===== config.mk =====
export PLATFORM = sky130hd
export DESIGN_NAME = pipe_control
export DESIGN_NICKNAME = d
export VERILOG_FILES = /design/src/rtl/pipe_control.sv
export SDC_FILE = /design/constraint.sdc
export NUM_CORES = 1
export LEC_CHECK = 0
export ABC_CLOCK_PERIOD_IN_PS = 1350
export CELL_PAD_IN_SITES_DETAIL_PLACEMENT = 1
export CELL_PAD_IN_SITES_GLOBAL_PLACEMENT = 1
export CORE_UTILIZATION = 24
export CTS_BUF_LIST = sky130_fd_sc_hd__clkbuf_4 sky130_fd_sc_hd__clkbuf_8
export CTS_CLUSTER_SIZE = 12
export DETAILED_ROUTE_END_ITERATION = 10
export PLACE_DENSITY = 0.75
export SLEW_MARGIN = 0
export SYNTH_ARGS = -nofsm -noshare
export SYNTH_HDL_FRONTEND = slang
export SYNTH_SLANG_ARGS = --single-unit

===== constraint.sdc =====
create_clock -name Clock -period 1.35 [get_ports Clock]
set_input_delay 0.27 -clock Clock [delete_from_list [all_inputs] [get_ports Clock]]
set_output_delay 0.27 -clock Clock [all_outputs]
set_load 0.005 [all_outputs]

===== src/rtl/pipe_control.sv =====
// Decode/issue stage: MIPS instruction -> registered execute control bundle (1 cycle).
// Holds when ExValid && !ExReady; a load-use bubble is inserted when PIPE_CONTROL_LOAD_STALL_EN is defined.
module pipe_control #(
  parameter int FUNC_W      = 6,
  parameter int REG_ADDR_W  = 5,
  parameter int STALL_CNT_W = 16
) (
  input  logic                   Clock,
  input  logic                   Reset,
  input  logic                   InstrValid,
  input  logic [31:0]            Instruction,
  output logic                   InstrReady,
  input  logic                   ExReady,
  input  logic                   Flush,
  output logic                   ExValid,
  output logic                   RegDst,
  output logic                   RegWriteEnable,
  output logic                   ALUSrc,
  output logic                   MemoryRE,
  output logic                   MemoryWE,
  output logic                   MemoryToReg,
  output logic [FUNC_W-1:0]      ALUFunction,
  output logic [REG_ADDR_W-1:0]  ExRs,
  output logic [REG_ADDR_W-1:0]  ExRt,
  output logic [REG_ADDR_W-1:0]  ExRd,
  output logic                   IllegalOp,
  output logic [STALL_CNT_W-1:0] StallCount
);

  localparam logic [5:0] OP_RTYPE = 6'b000000;
  localparam logic [5:0] OP_ADDI  = 6'b001000;
  localparam logic [5:0] OP_SLTI  = 6'b001010;
  localparam logic [5:0] OP_ANDI  = 6'b001100;
  localparam logic [5:0] OP_ORI   = 6'b001101;
  localparam logic [5:0] OP_LW    = 6'b100011;
  localparam logic [5:0] OP_SW    = 6'b101011;

  function automatic logic [FUNC_W-1:0] fit_fn(input logic [5:0] f);
    logic [FUNC_W+5:0] w;
    w = {{FUNC_W{1'b0}}, f};
    return w[FUNC_W-1:0];
  endfunction

  function automatic logic [REG_ADDR_W-1:0] fit_reg(input logic [4:0] r);
    logic [REG_ADDR_W+4:0] w;
    w = {{REG_ADDR_W{1'b0}}, r};
    return w[REG_ADDR_W-1:0];
  endfunction

  logic [5:0] opcode;
  logic       unused_shamt;
  assign opcode       = Instruction[31:26];
  assign unused_shamt = ^Instruction[10:6];

  logic       dec_legal, dec_regdst, dec_rwe, dec_alusrc, dec_re, dec_we, dec_m2r;
  logic [5:0] dec_fn;

  always_comb begin
    dec_legal  = 1'b1;
    dec_regdst = 1'b0;
    dec_rwe    = 1'b0;
    dec_alusrc = 1'b0;
    dec_re     = 1'b0;
    dec_we     = 1'b0;
    dec_m2r    = 1'b0;
    dec_fn     = 6'b000000;
    case (opcode)
      OP_RTYPE: begin dec_regdst = 1'b1; dec_rwe = 1'b1; dec_fn = Instruction[5:0]; end
      OP_ADDI:  begin dec_rwe = 1'b1; dec_alusrc = 1'b1; dec_fn = 6'b100000; end
      OP_SLTI:  begin dec_rwe = 1'b1; dec_alusrc = 1'b1; dec_fn = 6'b101010; end
      OP_ANDI:  begin dec_rwe = 1'b1; dec_alusrc = 1'b1; dec_fn = 6'b100100; end
      OP_ORI:   begin dec_rwe = 1'b1; dec_alusrc = 1'b1; dec_fn = 6'b100101; end
      OP_LW:    begin dec_rwe = 1'b1; dec_alusrc = 1'b1; dec_re = 1'b1; dec_m2r = 1'b1; dec_fn = 6'b100000; end
      OP_SW:    begin dec_alusrc = 1'b1; dec_we = 1'b1; dec_fn = 6'b100000; end
      default:  dec_legal = 1'b0;
    endcase
  end

  logic                  ex_valid_q, ex_valid_d;
  logic [5:0]            ctl_q, ctl_d;
  logic [FUNC_W-1:0]     fn_q, fn_d;
  logic [REG_ADDR_W-1:0] rs_q, rs_d, rt_q, rt_d, rd_q, rd_d;
  logic                  illegal_q, illegal_d;

  logic advance, hazard, accept;
  assign advance    = !ex_valid_q || ExReady;
  assign InstrReady = Reset && advance && !hazard && !Flush;
  assign accept     = InstrValid && InstrReady;

`ifdef PIPE_CONTROL_LOAD_STALL_EN
  // ctl_q[2] is the registered MemoryRE of the bundle in execute.
  logic rt_match;
  assign rt_match = (opcode == OP_RTYPE || opcode == OP_SW) && (rt_q == fit_reg(Instruction[20:16]));
  assign hazard   = InstrValid && ex_valid_q && ctl_q[2] && (rt_q != '0) &&
                    ((rt_q == fit_reg(Instruction[25:21])) || rt_match);

  logic [STALL_CNT_W-1:0] stall_cnt_q, stall_cnt_d;
  always_comb begin
    stall_cnt_d = stall_cnt_q;
    if (hazard && advance && !Flush && (stall_cnt_q != {STALL_CNT_W{1'b1}}))
      stall_cnt_d = stall_cnt_q + 1'b1;
  end
  always_ff @(posedge Clock or negedge Reset) begin
    if (!Reset) stall_cnt_q <= '0;
    else        stall_cnt_q <= stall_cnt_d;
  end
  assign StallCount = stall_cnt_q;
`else
  assign hazard     = 1'b0;
  assign StallCount = '0;
`endif

  always_comb begin
    ex_valid_d = ex_valid_q;
    ctl_d      = ctl_q;
    fn_d       = fn_q;
    rs_d       = rs_q;
    rt_d       = rt_q;
    rd_d       = rd_q;
    illegal_d  = 1'b0;
    if (Flush || (advance && !accept)) begin
      ex_valid_d = 1'b0;
      ctl_d      = '0;
      fn_d       = '0;
      rs_d       = '0;
      rt_d       = '0;
      rd_d       = '0;
    end else if (accept) begin
      ex_valid_d = 1'b1;
      ctl_d      = {dec_regdst, dec_rwe, dec_alusrc, dec_re, dec_we, dec_m2r};
      fn_d       = fit_fn(dec_fn);
      rs_d       = fit_reg(Instruction[25:21]);
      rt_d       = fit_reg(Instruction[20:16]);
      rd_d       = fit_reg(Instruction[15:11]);
      illegal_d  = !dec_legal;
    end
  end

  always_ff @(posedge Clock or negedge Reset) begin
    if (!Reset) begin
      ex_valid_q <= 1'b0;
      ctl_q      <= '0;
      fn_q       <= '0;
      rs_q       <= '0;
      rt_q       <= '0;
      rd_q       <= '0;
      illegal_q  <= 1'b0;
    end else begin
      ex_valid_q <= ex_valid_d;
      ctl_q      <= ctl_d;
      fn_q       <= fn_d;
      rs_q       <= rs_d;
      rt_q       <= rt_d;
      rd_q       <= rd_d;
      illegal_q  <= illegal_d;
    end
  end

  assign ExValid        = ex_valid_q;
  assign RegDst         = ctl_q[5];
  assign RegWriteEnable = ctl_q[4];
  assign ALUSrc         = ctl_q[3];
  assign MemoryRE       = ctl_q[2];
  assign MemoryWE       = ctl_q[1];
  assign MemoryToReg    = ctl_q[0];
  assign ALUFunction    = fn_q;
  assign ExRs           = rs_q;
  assign ExRt           = rt_q;
  assign ExRd           = rd_q;
  assign IllegalOp      = illegal_q;

endmodule


-- After elaboration in Yosys (flattened, before gate mapping)
Index checks and enable logic that the tools add are counted.
- ROM bits: 0
- RAM bits: 0
- logic and storage cells: 50
- output and inout port bits: 46
- memories kept: 0
- bits of input ports: 37
- register bits after elaboration: 29
- latch bits: 0
- reduce and logical (&&, ||, !) cells: 16
- add/sub/neg operators: 0
- $lt $le $gt $ge: 0
- multipliers: 0
- shift operators: 0
- equal/unequal tests: 6
- mux-type cells: 21
- divide/modulo/power cells: 0
- bitwise gates (word level): 0
- operators with widths (kind ; number):
    2-to-1 mux 5 bit ; 6
    one-hot mux 6 bit (5 select lines) ; 1
    equality test 6 x 4 -> 1 bit, second input constant ; 4
    2-to-1 mux 6 bit ; 4
    equality test 6 bit, second input constant ; 2
    OR reduction 6 bit ; 2
    2-to-1 mux 1 bit ; 10
    OR reduction 7 bit ; 1
    logical NOT 6 bit ; 1
    logical AND 1 bit ; 4
    logical NOT 1 bit ; 4
    OR reduction 3 bit ; 1
    logical OR 1 bit ; 2
    nonzero test 2 bit ; 1

-- Longest topological paths before layout
- depth after elaboration: 9
- gate-level depth with buffers: 5
- depth with buffers taken out: 4

-- Worst setup path after synthesis
OpenSTA, ideal clock, no wires.
- path kind: flip-flop to flip-flop
- from: register ex_valid_q (netlist: ExValid)
- to: register fn_q[0] (netlist: ALUFunction[0])
- buffers on the path: 1
- clock period less this slack: 1.368 ns
- cell stages (with the launch flop): 6
- setup slack: -0.018 ns
- data arrival time: 1.242 ns
- data required time: 1.224 ns
- library setup time: 0.126 ns
- cell sequence: dfrtp_1 -> nor2b_4 -> nor3b_4 -> and3_1 -> buf_2 -> a221o_1
- longest elaborated chain between the ends: 9
- elaborated cells between the ends (all ways): 10
- ends and longest elaborated chain (item ; RTL line ; RTL):
    start, declared ; 79 ; logic ex_valid_q, ex_valid_d;
    start signal, assigned ; 149 ; ex_valid_q <= ex_valid_d;
    logical NOT 1 bit (*) ; 86 ; assign advance = !ex_valid_q || ExReady;
    logical OR 1 bit (*) ; 86 ;
    logical AND 1 bit (2 in a row) ; 87 ; assign InstrReady = Reset && advance && !hazard && !Flush;
    logical AND 1 bit ; 88 ; assign accept = InstrValid && InstrReady;
    logical NOT 1 bit ; 121 ; if (Flush || (advance && !accept)) begin
    logical AND 1 bit ; 121 ;
    logical OR 1 bit ; 121 ;
    2-to-1 mux 6 bit or nonzero test 2 bit (tied branches) ; n/a ;
    end signal, assigned ; 151 ; fn_q <= fn_d;
    end, declared ; 81 ; logic [FUNC_W-1:0] fn_q, fn_d;
Mark *: on every way between the ends. The rest lies on a longest branch, timed or not.
A chain may end at the register's enable or synchronous reset.

-- Final worst setup path
Same ends and word-level chain as after synthesis.

==> flow_summary.toml <==
[floorplan]
fp.dieH_um = 75.5
coreArea_um2 = 5170
start_util_pct = 25.1
dieArea_um2 = 5700
dieWidth_um = 75.5
num_io_pins = 83
std_cell_rows = 26

[synth]
synth.avg_cell_area_um2 = 12.1
ys_types = 29
yosys.area.top_type = "dfrtp_1"
synthTopCellsByArea = "dfrtp_1, a22o_1, buf_4"
ys_ff_latch = 28
ys.flop_type = "dfrtp_1"
synth_top_area_share_pct = 54.0
async_flop_share_pct = 100
yosysSeqAreaShare_pct = 54.0
postSynthCellCount = 107
synth-edff-count = 0
synth.most_common_cell = "dfrtp_1"
synthTopCellsByCount = "dfrtp_1, a22o_1, buf_4"
ys_warn_count = 0
synth.cell_area_um2 = 1300

[sta]
period_minus_slack_ps = 1310
finalHoldViolCount = 0
rsz0062_at_grt = "yes"
slew_violations = 0
fin_skew_ps = 2.78
finalSetupTns_ps = 0
setup_viol = 0
clock.fmax_mhz = 764
fin_crit_sh_pct = 96.9

[power]
peakVddDrop_mv = 0.363
p_leak_nw = 1.15
power_mw = 1.79
powerDensity_nw_per_um2 = 817

[clock_network]
ctsHoldBuffers = 0
path_clk_slew_ps = 100
cts_made_buffers = 3
clock_path_buffers = 2
clkLatencyLatePin_ps = 270
cts_tree = "yes"
htree_num_levels = 1
root_buffer = "clkbuf_8"
clock-sinks = 28

[cells_and_area]
synthToLayoutAreaGrowth_pct = 69.0
layout.nets = 230
drive_above_1_share_pct = 23.4
regArea_um2 = 701
stdcell_area_um2 = 2190
antennaDiodeCount = 0
nFillCells = 592
stdcell_count = 262
multi_input_area_um2 = 558

[route]
via_per_inst = 4.39
wl_per_cell_um = 13.7
first_pass_iters = 3
detail-route-antenna-nets = 0
drc = 0
dr_total_vias = 1151
dr.first_iter.drc_count = 25
wl_mm = 3.58

[job]
drv_cap = 0

[placement]
dpl.hpwl_mm = 2.74
routabilityCongestion = 0.862
port_buffers = 61
dp_cells = 252
placed_cell_area_um2 = 2060

[critical_path]
slowest_delay_ps = 390
path_buf_inv = 1
cp_top_family = "simple AND/OR/NAND/NOR gates"
start_kind = "flip-flop"
arrival_ps = 1530
crit_type = "flip-flop to flip-flop"
slowest_stage = "dfrtp_1"
cp-end-kind = "flip-flop"
path_max_fanout = 3
crit_chain = "nor2b_4 > buf_6 > nor4b_4 > and3_4 > a221o_1"
critPathRequiredTime_ps = 1570

[global_route]
track_usage_pct = 13.1
grt_pass1_vias = 1125
grt_overflow = 0
antenna_found_initial = 0
grt_max_degree = 29
grt_pass1_wl_mm = 5.53

[min_path]
min_path_type = "primary input to async pin"

[outcome]
status = "finished clean"
==> report_power, final <==
part           internal (mW)  switching (mW)
logic                  0.161           0.112
registers              0.854         0.00740
clock network          0.397           0.262
==> state kept, by name, indices dropped and copies added, names as in the netlist <==
register and count:
ctl_q 5, ALUFunction 6, IllegalOp 1, ExRs 5, ExRt 5, ExValid 1, ExRd 5
==> layout by cell type (no fill, tap or decap), drive strengths merged <==
master and instances:
a211oi 1, a21o 1, a21oi 3, a221o 4
a22o 18, a22oi 1, a2bb2oi 1, a32o 2
and2 1, and3 2, and4 1, buf 27
bufinv 1, clkbuf 3, clkdlybuf4s15 1, clkdlybuf4s50 27
conb 16, dfrtp 28, dlygate4sd2 31, dlymetal6s2s 1
inv 1, nand2 5, nand2b 2, nand4b 1
nor2 3, nor2b 3, nor3b 1, nor4 1
nor4b 1, o211ai 1, o21ai 2, o31ai 1
==> final cells by class <==
cell class	count	area share (%)
Sequential cell	28	31.9
Timing Repair Buffer	87	35.2
Multi-Input combinational cell	72	25.4
Tap cell	70	3.99
Clock inverter	1	1.37
Clock buffer	3	1.88
Inverter	1	0.171
==> logic make-up after synthesis <==
logic type | share of synthesized area, %
AND/OR/NAND/NOR | 11.8
flip-flops | 54.0
other | 0.289
AO/OA/AOI/OAI | 22.3
buffers and inverters | 11.7
==> timing repair <==
action,CTS,global route
buffers inserted,6,0
resized for setup,47,8
setup endpoints to repair,56,27
endpoints found under the hold margin,0,0
pin swaps,7,8
==> worst paths after layout <==
check / from / to / slack [ps] / cells after the start
worst max-delay path: ExValid / ALUFunction[0] / 40 / 5
worst max register to register: ExValid / ALUFunction[0] / 40 / 5
max in group asynchronous: Reset / ExRt[1] / 800 / 2
worst min-delay path: Reset / ctl_q[3] / 290 / 2
min in group Clock: Flush / ExValid / 420 / 3
worst min register to register: ctl_q[5] / ctl_q[5] / 490 / 1
==> per-stage QoR <==
step / hold WS (ps) / util (%) / worst slack [ps]
after floorplan: -25.6 / - / 7.13
after global placement: 466 / 39.8 / -530
after detailed placement: 479 / 39.8 / -558
after CTS: 313 / 41.9 / -29.2
after global routing: 321 / 42.4 / -48.6
final: 286 / 42.4 / 41.7
==> worst register-to-register path: stages, from the launching register on <==
cell     delay, ps
dfrtp_1        390
nor2b_4        130
buf_6          120
nor4b_4        250
and3_4         240
a221o_1        130
==> layer usage <==
layer	vias to the layer above	GRT usage, %	share of wire, %
li1	537	-	-
met1	569	15.8	42
met2	43	23.3	50
met3	2	3.17	7.4
met4	0	3.50	0.50
met5	-	0	0
(Power assumes the default switching activity.)
